**src/rtl/add_mult_acc_pipe.sv**
```systemverilog
// add_mult_acc_pipe: stallable pre-add / signed multiply / accumulate pipeline.
// Each beat forms two signed pre-adds and multiplies them; ACC_LEN products are
// summed into one result delivered over a valid/ready output port.
// Optional feature macro: ADD_MULT_ACC_SAT_EN (saturating accumulation).
// Without it the accumulator wraps and ovf_o flags signed wrap in the group.
module add_mult_acc_pipe #(
  parameter int IN_SIZE_0 = 4,
  parameter int IN_SIZE_1 = 8,
  parameter int ACC_SIZE  = 32,
  parameter int ACC_LEN   = 16
) (
  input  logic                        clk_i,
  input  logic                        rst_i,
  input  logic                        clear_i,
  input  logic                        valid_i,
  output logic                        ready_o,
  input  logic signed [IN_SIZE_0-1:0] in_0_i [0:1],
  input  logic signed [IN_SIZE_1-1:0] in_1_i [0:1],
  output logic                        out_valid_o,
  input  logic                        out_ready_i,
  output logic signed [ACC_SIZE-1:0]  out_o,
  output logic                        ovf_o
);

  localparam int SUM_W  = IN_SIZE_1 + 1;
  localparam int PROD_W = 2 * SUM_W;
  localparam int CNT_W  = $clog2(ACC_LEN + 1);
  localparam int EXT_W  = (ACC_SIZE > PROD_W) ? (ACC_SIZE - PROD_W) : 1;

  localparam logic [CNT_W-1:0]          LAST_CNT = CNT_W'(ACC_LEN - 1);
  localparam logic signed [ACC_SIZE-1:0] ACC_MAX = {1'b0, {(ACC_SIZE-1){1'b1}}};
  localparam logic signed [ACC_SIZE-1:0] ACC_MIN = {1'b1, {(ACC_SIZE-1){1'b0}}};

  logic adv;
  logic accept;

  logic s1Valid_q, s2Valid_q;
  logic s3Valid_q, s3Valid_d;
  logic outValid_q, outValid_d;

  logic signed [SUM_W-1:0] ext00, ext01, ext10, ext11;
  logic signed [SUM_W-1:0] sum0_q, sum0_d, sum1_q, sum1_d;

  logic signed [PROD_W-1:0] mulA, mulB;
  logic signed [PROD_W-1:0] prod_q, prod_d;

  logic signed [ACC_SIZE-1:0] prodExt, accBase, rawSum, accStep;
  logic                       stepOvf, grpOvf;

  logic signed [ACC_SIZE-1:0] acc_q, acc_d;
  logic signed [ACC_SIZE-1:0] s3Acc_q, s3Acc_d;
  logic signed [ACC_SIZE-1:0] out_q, out_d;
  logic                       ovfAcc_q, ovfAcc_d;
  logic                       s3Ovf_q, s3Ovf_d;
  logic                       ovfOut_q, ovfOut_d;
  logic [CNT_W-1:0]           cnt_q, cnt_d;

  // The whole pipeline moves only when the output register is free or being drained.
  assign adv     = !outValid_q || out_ready_i;
  assign ready_o = adv && !clear_i && !rst_i;
  assign accept  = valid_i && ready_o;

  // Operands are sign-extended to the pre-add width so the sums are exact.
  assign ext00  = {{(SUM_W-IN_SIZE_0){in_0_i[0][IN_SIZE_0-1]}}, in_0_i[0]};
  assign ext01  = {{(SUM_W-IN_SIZE_0){in_0_i[1][IN_SIZE_0-1]}}, in_0_i[1]};
  assign ext10  = {{(SUM_W-IN_SIZE_1){in_1_i[0][IN_SIZE_1-1]}}, in_1_i[0]};
  assign ext11  = {{(SUM_W-IN_SIZE_1){in_1_i[1][IN_SIZE_1-1]}}, in_1_i[1]};
  assign sum0_d = ext01 + ext10;
  assign sum1_d = ext00 + ext11;

  // Full-width operands make the product exact in PROD_W bits.
  assign mulA   = {{SUM_W{sum0_q[SUM_W-1]}}, sum0_q};
  assign mulB   = {{SUM_W{sum1_q[SUM_W-1]}}, sum1_q};
  assign prod_d = mulA * mulB;

  // Bring the product into the accumulator domain; a narrower accumulator keeps the low bits.
  generate
    if (ACC_SIZE > PROD_W) begin : gProdExtend
      assign prodExt = {{EXT_W{prod_q[PROD_W-1]}}, prod_q};
    end else begin : gProdTrunc
      assign prodExt = prod_q[ACC_SIZE-1:0];
    end
  endgenerate

  // One accumulate step: a zero count starts a fresh group, overflow is judged on sign bits.
  always_comb begin
    accBase = (cnt_q == '0) ? '0 : acc_q;
    rawSum  = accBase + prodExt;
    stepOvf = (accBase[ACC_SIZE-1] == prodExt[ACC_SIZE-1]) &&
              (rawSum[ACC_SIZE-1] != accBase[ACC_SIZE-1]);
`ifdef ADD_MULT_ACC_SAT_EN
    accStep = stepOvf ? (accBase[ACC_SIZE-1] ? ACC_MIN : ACC_MAX) : rawSum;
`else
    accStep = rawSum;
`endif
    grpOvf  = stepOvf || ((cnt_q != '0) && ovfAcc_q);
  end

  // Next state for the accumulator, group counter, completion stage and output register.
  always_comb begin
    cnt_d      = cnt_q;
    acc_d      = acc_q;
    ovfAcc_d   = ovfAcc_q;
    s3Valid_d  = s3Valid_q;
    s3Acc_d    = s3Acc_q;
    s3Ovf_d    = s3Ovf_q;
    outValid_d = outValid_q;
    out_d      = out_q;
    ovfOut_d   = ovfOut_q;
    if (clear_i) begin
      cnt_d      = '0;
      s3Valid_d  = 1'b0;
      outValid_d = 1'b0;
    end else if (adv) begin
      s3Valid_d = 1'b0;
      if (s2Valid_q) begin
        acc_d    = accStep;
        ovfAcc_d = grpOvf;
        if (cnt_q == LAST_CNT) begin
          cnt_d     = '0;
          s3Valid_d = 1'b1;
          s3Acc_d   = accStep;
          s3Ovf_d   = grpOvf;
        end else begin
          cnt_d = cnt_q + CNT_W'(1);
        end
      end
      outValid_d = s3Valid_q;
      if (s3Valid_q) begin
        out_d    = s3Acc_q;
        ovfOut_d = s3Ovf_q;
      end
    end
  end

  // Pre-add and multiply stages; clear drops in-flight beats, a stall freezes them.
  always_ff @(posedge clk_i) begin
    if (rst_i) begin
      s1Valid_q <= 1'b0;
      s2Valid_q <= 1'b0;
      sum0_q    <= '0;
      sum1_q    <= '0;
      prod_q    <= '0;
    end else if (clear_i) begin
      s1Valid_q <= 1'b0;
      s2Valid_q <= 1'b0;
    end else if (adv) begin
      s1Valid_q <= accept;
      s2Valid_q <= s1Valid_q;
      sum0_q    <= sum0_d;
      sum1_q    <= sum1_d;
      prod_q    <= prod_d;
    end
  end

  // Accumulator, counter, completion stage and held output registers.
  always_ff @(posedge clk_i) begin
    if (rst_i) begin
      cnt_q      <= '0;
      acc_q      <= '0;
      ovfAcc_q   <= 1'b0;
      s3Valid_q  <= 1'b0;
      s3Acc_q    <= '0;
      s3Ovf_q    <= 1'b0;
      outValid_q <= 1'b0;
      out_q      <= '0;
      ovfOut_q   <= 1'b0;
    end else begin
      cnt_q      <= cnt_d;
      acc_q      <= acc_d;
      ovfAcc_q   <= ovfAcc_d;
      s3Valid_q  <= s3Valid_d;
      s3Acc_q    <= s3Acc_d;
      s3Ovf_q    <= s3Ovf_d;
      outValid_q <= outValid_d;
      out_q      <= out_d;
      ovfOut_q   <= ovfOut_d;
    end
  end

  assign out_valid_o = outValid_q;
  assign out_o       = out_q;
  assign ovf_o       = ovfOut_q;

endmodule

```
**config.mk**
```make
export PLATFORM = sky130hd
export DESIGN_NAME = add_mult_acc_pipe
export DESIGN_NICKNAME = d
export VERILOG_FILES = /design/src/rtl/add_mult_acc_pipe.sv
export SDC_FILE = /design/constraint.sdc
export NUM_CORES = 1
export LEC_CHECK = 0
export CAP_MARGIN = 20
export CELL_PAD_IN_SITES_DETAIL_PLACEMENT = 2
export CELL_PAD_IN_SITES_GLOBAL_PLACEMENT = 2
export CORE_ASPECT_RATIO = 0.7
export CORE_MARGIN = 4
export CORE_UTILIZATION = 33
export DETAILED_ROUTE_END_ITERATION = 6
export GPL_TIMING_DRIVEN = 0
export PLACE_DENSITY_LB_ADDON = 0.08
export SETUP_SLACK_MARGIN = 0.15
export SLEW_MARGIN = 20
export SYNTH_ARGS = -nofsm -noshare
export SYNTH_HDL_FRONTEND = slang
export SYNTH_SLANG_ARGS = --single-unit
export TNS_END_PERCENT = 30
```
**constraint.sdc**
```tcl
create_clock -name clk_i -period 5.1 [get_ports clk_i]
set_clock_uncertainty 0.15 [all_clocks]
set_input_delay 1.02 -clock clk_i [delete_from_list [all_inputs] [get_ports clk_i]]
set_output_delay 1.02 -clock clk_i [all_outputs]
set_load 0.005 [all_outputs]
```
# Word-level counts from Yosys, hierarchy flattened
# Cells that the tools add are included.
# W data, S select, Z words.
[classes] multipliers=1 reduce_logical=18 n_mux=4 eq_ne=3 n_bitwise=1 n_addsub=4
[op_table] op="$add A32 B18 Y32" count=1
[op_table] op="$mux W32" count=1
[op_table] op="$add A4 B8 Y9" count=2
[op_table] op="$mul A9 B9 Y18" count=1
[op_table] op="$reduce_and A3 Y1" count=2
[op_table] op="$add A5 B1 Y5 const B" count=1
[op_table] op="$eq A5 B4 Y1 const B" count=1
[op_table] op="$logic_and A1 B1 Y1" count=5
[op_table] op="$logic_not A5 Y1" count=1
[op_table] op="$mux W5" count=1
[op_table] op="$reduce_bool A5 Y1" count=1
[op_table] op="$reduce_and A2 Y1" count=2
[op_table] op="$reduce_and A4 Y1" count=1
[op_table] op="$logic_not A1 Y1" count=3
[op_table] op="$logic_or A1 B1 Y1" count=2
[op_table] op="$mux W1" count=2
[op_table] op="$reduce_or A2 Y1" count=1
[op_table] op="$eq A1 B1 Y1" count=1
[op_table] op="$ne A1 B1 Y1" count=1
[op_table] op="$not A1 Y1" count=1
[word_totals] elab_cells=45 output_inout_bits=35 register_bits=144 input_bits=29

# Logic depth before layout (Yosys ltp)
[depth] ltp_word=6 mapped_depth=21 mapped_depth_nobuf=20

# Least setup slack after synthesis
# OpenSTA, ideal clock, no wires.
[synth_timing] path_type="flip-flop to flip-flop" start="reg sum1_q[2]" end="reg prod_q[17]" arrival_time_ns=4.900 required_time_ns=4.830 setup_slack_ns=-0.069 path_stages_with_launch=22 setup_time_ns=0.120 path_buffers=1 synth_period_minus_slack_ns=5.169 path_cell_list="dfxtp_1 clkbuf_1 nand2_1 fa_1 inv_1 fa_1 ha_1 inv_1 fa_1 inv_1 ha_1 ha_1 fa_1 a21o_1 a21o_1 a21oi_1 o21ai_0 a211oi_1 o21bai_1 a21oi_1 nor2_1 a211o_1"
[synth_between] elab_chain_len=1
[synth_lines] item="start, declared" line="42" rtl="logic signed [SUM_W-1:0] sum0_q, sum0_d, sum1_q, sum1_d;"
[synth_lines] item="start signal, assigned" line="151" rtl="sum1_q <= sum1_d;"
[synth_lines] item="$mul A9 B9 Y18" line="74" rtl="assign prod_d = mulA * mulB;"
[synth_lines] item="end signal, assigned" line="152" rtl="prod_q <= prod_d;"
[synth_lines] item="end, declared" line="45" rtl="logic signed [PROD_W-1:0] prod_q, prod_d;"
# No other way between the ends.
# A chain may end at the register's enable or synchronous reset.

# Worst setup path after layout
[layout_timing] start="reg sum0_q[5]" end="reg prod_q[17]"
[layout_between] elab_chain_len=1
[layout_lines] item="start, declared" line="42"
[layout_lines] item="start signal, assigned" line="150" rtl="sum0_q <= sum0_d;"
[layout_lines] item="$mul A9 B9 Y18" line="74"
# No other way between the ends.

==> impl_metrics.csv <==
group,metric,value,unit
timing,fin_crit,5.05,ns
flow_run,cap_violations,0,
logic_synthesis,synthCells,1282,
logic_synthesis,synthesis.nets,1471,
timing,finalHoldViolCount,0,
logic_synthesis,yosysUniqueCellTypes,53,
global_route,grt.overflow.total,0,
pwr,pwr_density_cell,263,nW/um^2
critical_path,crit_fanout,5,
floorplanning,rows,53,
floorplanning,core_area,30500,um^2
global_route,antenna_found_initial,0,
placed_design,placed_cells,1758,
route,wirelength,35.8,mm
timing,setup_tns,0,ns
layout,design_area,12700,um^2
layout,nets,1580,
timing,fin_crit_sh,0.991,
layout,antenna_cells,0,
route,dr.pass1.iters,5,
pwr,irDropWorstVdd,123,uV
clock_network,clk_pin_slew,0.06,ns
route,post_drt_wl_per_cell,19.7,um
worst_hold_path,holdCritPathClass,"reg -> reg",
pwr,p_leak,0.00524,uW
logic_synthesis,yosysSeqAreaShare,0.278,
pwr,clkPwrFrac,0.386,
route,route.detailed.drc,0,
logic_synthesis,synth_edf_count,0,
logic_synthesis,synth_seq_cells,144,
timing,rsz0062_at_grt,"yes",
floorplanning,fp.dieH,156,um
route,ant_nets,0,
logic_synthesis,yosys_most_used_dff,"dfxtp_1",
pwr,p_int,2300,uW
route,drt_iter0_drc,490,
floorplanning,io_pins,64,
run_status,status,"complete, no violations",
route,vias_per_cell,5.12,
clock_network,numCtsBuffers,17,
timing,slew-limit-headroom,0.360,
floorplanning,start_util,0.340,
pwr,netSwitchingPower,1050,uW
pwr,switching_share,0.313,
timing,final_max_slew_viol_count,0,
placed_design,gp_congestion,0.809,
timing,max_freq,0.198,GHz
clock_network,cts_tree,"done",
clock_network,insertion_delay,0.43,ns
critical_path,worstSetupPathType,"reg -> reg",
layout,post-route-util,0.417,
route,dr_total_vias,9300,
global_route,grt_max_degree,19,
placed_design,io_buffers,63,
global_route,grt_pass1_vias,10200,
logic_synthesis,yosysWarnings,0,
pwr,p_seq_frac,0.358,
pwr,comb_power_share,0.257,
global_route,track_usage,0.214,
clock_network,clock-sinks,144,
timing,tightest_slew,0.961,ns
floorplanning,die_w,220,um
clock_network,cts.path.max_buffers,2,
critical_path,endpoint_kind,"register",
layout,final_cells,1815,
placed_design,hpwl,27.0,mm
timing,setup_slack,0.0470,ns
timing,setup_viol,0,
logic_synthesis,synthArstFlopShare,0,
placed_design,dp_slack,-0.511,ns
critical_path,crit_arrival,5.23,ns
layout,drive_gt1_frac,0.0991,
logic_synthesis,syn_area,10400,um^2
placed_design,placed_cell_area,11600,um^2
floorplanning,dieArea,34300,um^2
critical_path,critPathLaunchType,"register",
logic_synthesis,synth_area_per_cell,8.08,um^2
clock_network,h-tree-depth,4,
global_route,grt_pass1_wl,56.9,mm
layout,area_growth,22.7,%
clock_network,root_buffer,"clkbuf_16",
critical_path,cp.required,5.28,ns
[metrics by stage]
| step | hold WS (ns) | power [uW] |
|---|---|---|
| finish | 0.299 | 3350 |
| global route | 0.330 | 3550 |
| CTS | 0.307 | 3370 |
| detailed placement | 0.298 | 1960 |
| global placement | 0.289 | 1930 |
| floorplan | 0.275 | 1730 |
[sequential cells by signal, indices dropped and copies added, names as in the netlist]
register     cells
cnt_q            5
s3Acc_q         32
ovfAcc_q         1
prod_q          18
acc_q           32
s1Valid_q        1
out_valid_o      1
s3Valid_q        1
sum1_q           9
s3Ovf_q          1
out_o           32
ovf_o            1
sum0_q           9
s2Valid_q        1
[power groups by stage]
stage | registers, uW | logic (uW) | clock network (uW)
6_report | 1200 | 859 | 1290
3_5_place_dp | 1210 | 748 | 0
4_1_cts | 1200 | 848 | 1330
5_1_grt | 1200 | 960 | 1390
3_3_place_gp | 1210 | 720 | 0
2_1_floorplan | 1200 | 529 | 0
[timing repair]
item | in CTS | in global routing
endpoints found under the hold margin | 0 | 0
setup endpoints to repair | 7 | 6
buffers inserted | 25 | 2
pin swaps | 31 | 5
resized for setup | 86 | 11
hold buffers | 0 | 0
[placed cells by master (no fill, tap or decap), types with 5 or more instances in the layout]
cell / n
nand2_1: 274
a21oi_1: 154
dfxtp_1: 134
inv_1: 83
ha_1: 77
fa_1: 65
nor2_1: 64
clkdlybuf4s50_1: 63
clkbuf_1: 51
and2_1: 40
nor2b_1: 36
xnor2_1: 36
buf_4: 26
nand3_1: 20
a21o_1: 19
clkbuf_16: 17
xor2_1: 16
a211oi_1: 14
o21bai_1: 14
o21ai_0: 11
ha_4: 10
clkbuf_8: 9
nor3_1: 9
nand3b_1: 8
fa_2: 8
or4_1: 7
dfxtp_2: 7
nand2b_1: 6
o211ai_1: 6
o21a_1: 6
or3_1: 6
a311oi_1: 6
a21oi_2: 6
nand2_2: 5
a31oi_1: 5
and3_1: 5
nand4b_1: 5
o21ai_1: 5
[cells in the mapped netlist, types with 19 or more instances]
cell type | count | area (um^2)
a21o_1 | 19 | 143
a21oi_1 | 159 | 796
xnor2_1 | 36 | 315
nand2_1 | 282 | 1060
fa_1 | 73 | 1460
clkbuf_1 | 64 | 240
nand3_1 | 20 | 100
dfxtp_1 | 144 | 2880
ha_1 | 87 | 1090
nor2_1 | 64 | 240
inv_1 | 88 | 330
and2_1 | 42 | 263
nor2b_1 | 36 | 225
[final timing paths]
kind / cells past startpoint / slack (ns) / start / to
worst min register to register: 2 / 0.30 / s3Acc_q[0] / out_o[0]
worst max-delay path: 18 / 0.05 / sum0_q[5] / prod_q[17]
worst min-delay path: 2 / 0.30 / s3Acc_q[0] / out_o[0]
worst max register to register: 18 / 0.05 / sum0_q[5] / prod_q[17]
[layout make-up]
type	count	area, um^2
multi-input cells	981	7130
inverters	88	337
well taps	412	515
plain buffers	68	390
repair buffers	91	848
clock inverters	10	138
clock buffers	21	450
flip-flops and latches	144	2900
fillers	3450	17800
[metal layers]
| layer | share of wire | up-vias | track usage |
|---|---|---|---|
| li1 | - | 4450 | - |
| met1 | 0.52 | 4724 | 0.317 |
| met2 | 0.43 | 101 | 0.329 |
| met3 | 0.030 | 25 | 0.0353 |
| met4 | 0.011 | 0 | 0.0448 |
| met5 | 0 | - | 0 |
[critical path, cell delays in order, from the launching register on]
cell and delay [ns]:
dfxtp_2 0.32, clkbuf_8 0.17, buf_6 0.13, nand2_1 0.06, fa_1 0.46, fa_1 0.51, inv_1 0.06, fa_1 0.46
fa_1 0.54, fa_1 0.46, ha_4 0.26, a21o_1 0.21, a21oi_2 0.20, o21ai_2 0.11, a211oi_2 0.28, o21bai_1 0.13
a21oi_2 0.17, nor2_1 0.06, a211o_1 0.22
[cells by family (layout without fill, tap and decap cells)]
kind of cell	count (synthesis)	in the layout	synth area share
compound gates	263	263	0.151
xor+xnor	52	52	0.0440
fa+ha+maj	160	160	0.246
buf+inv	157	278	0.0570
flops	144	144	0.278
simple gates	506	506	0.224
Power figures use the tool's default switching activity.
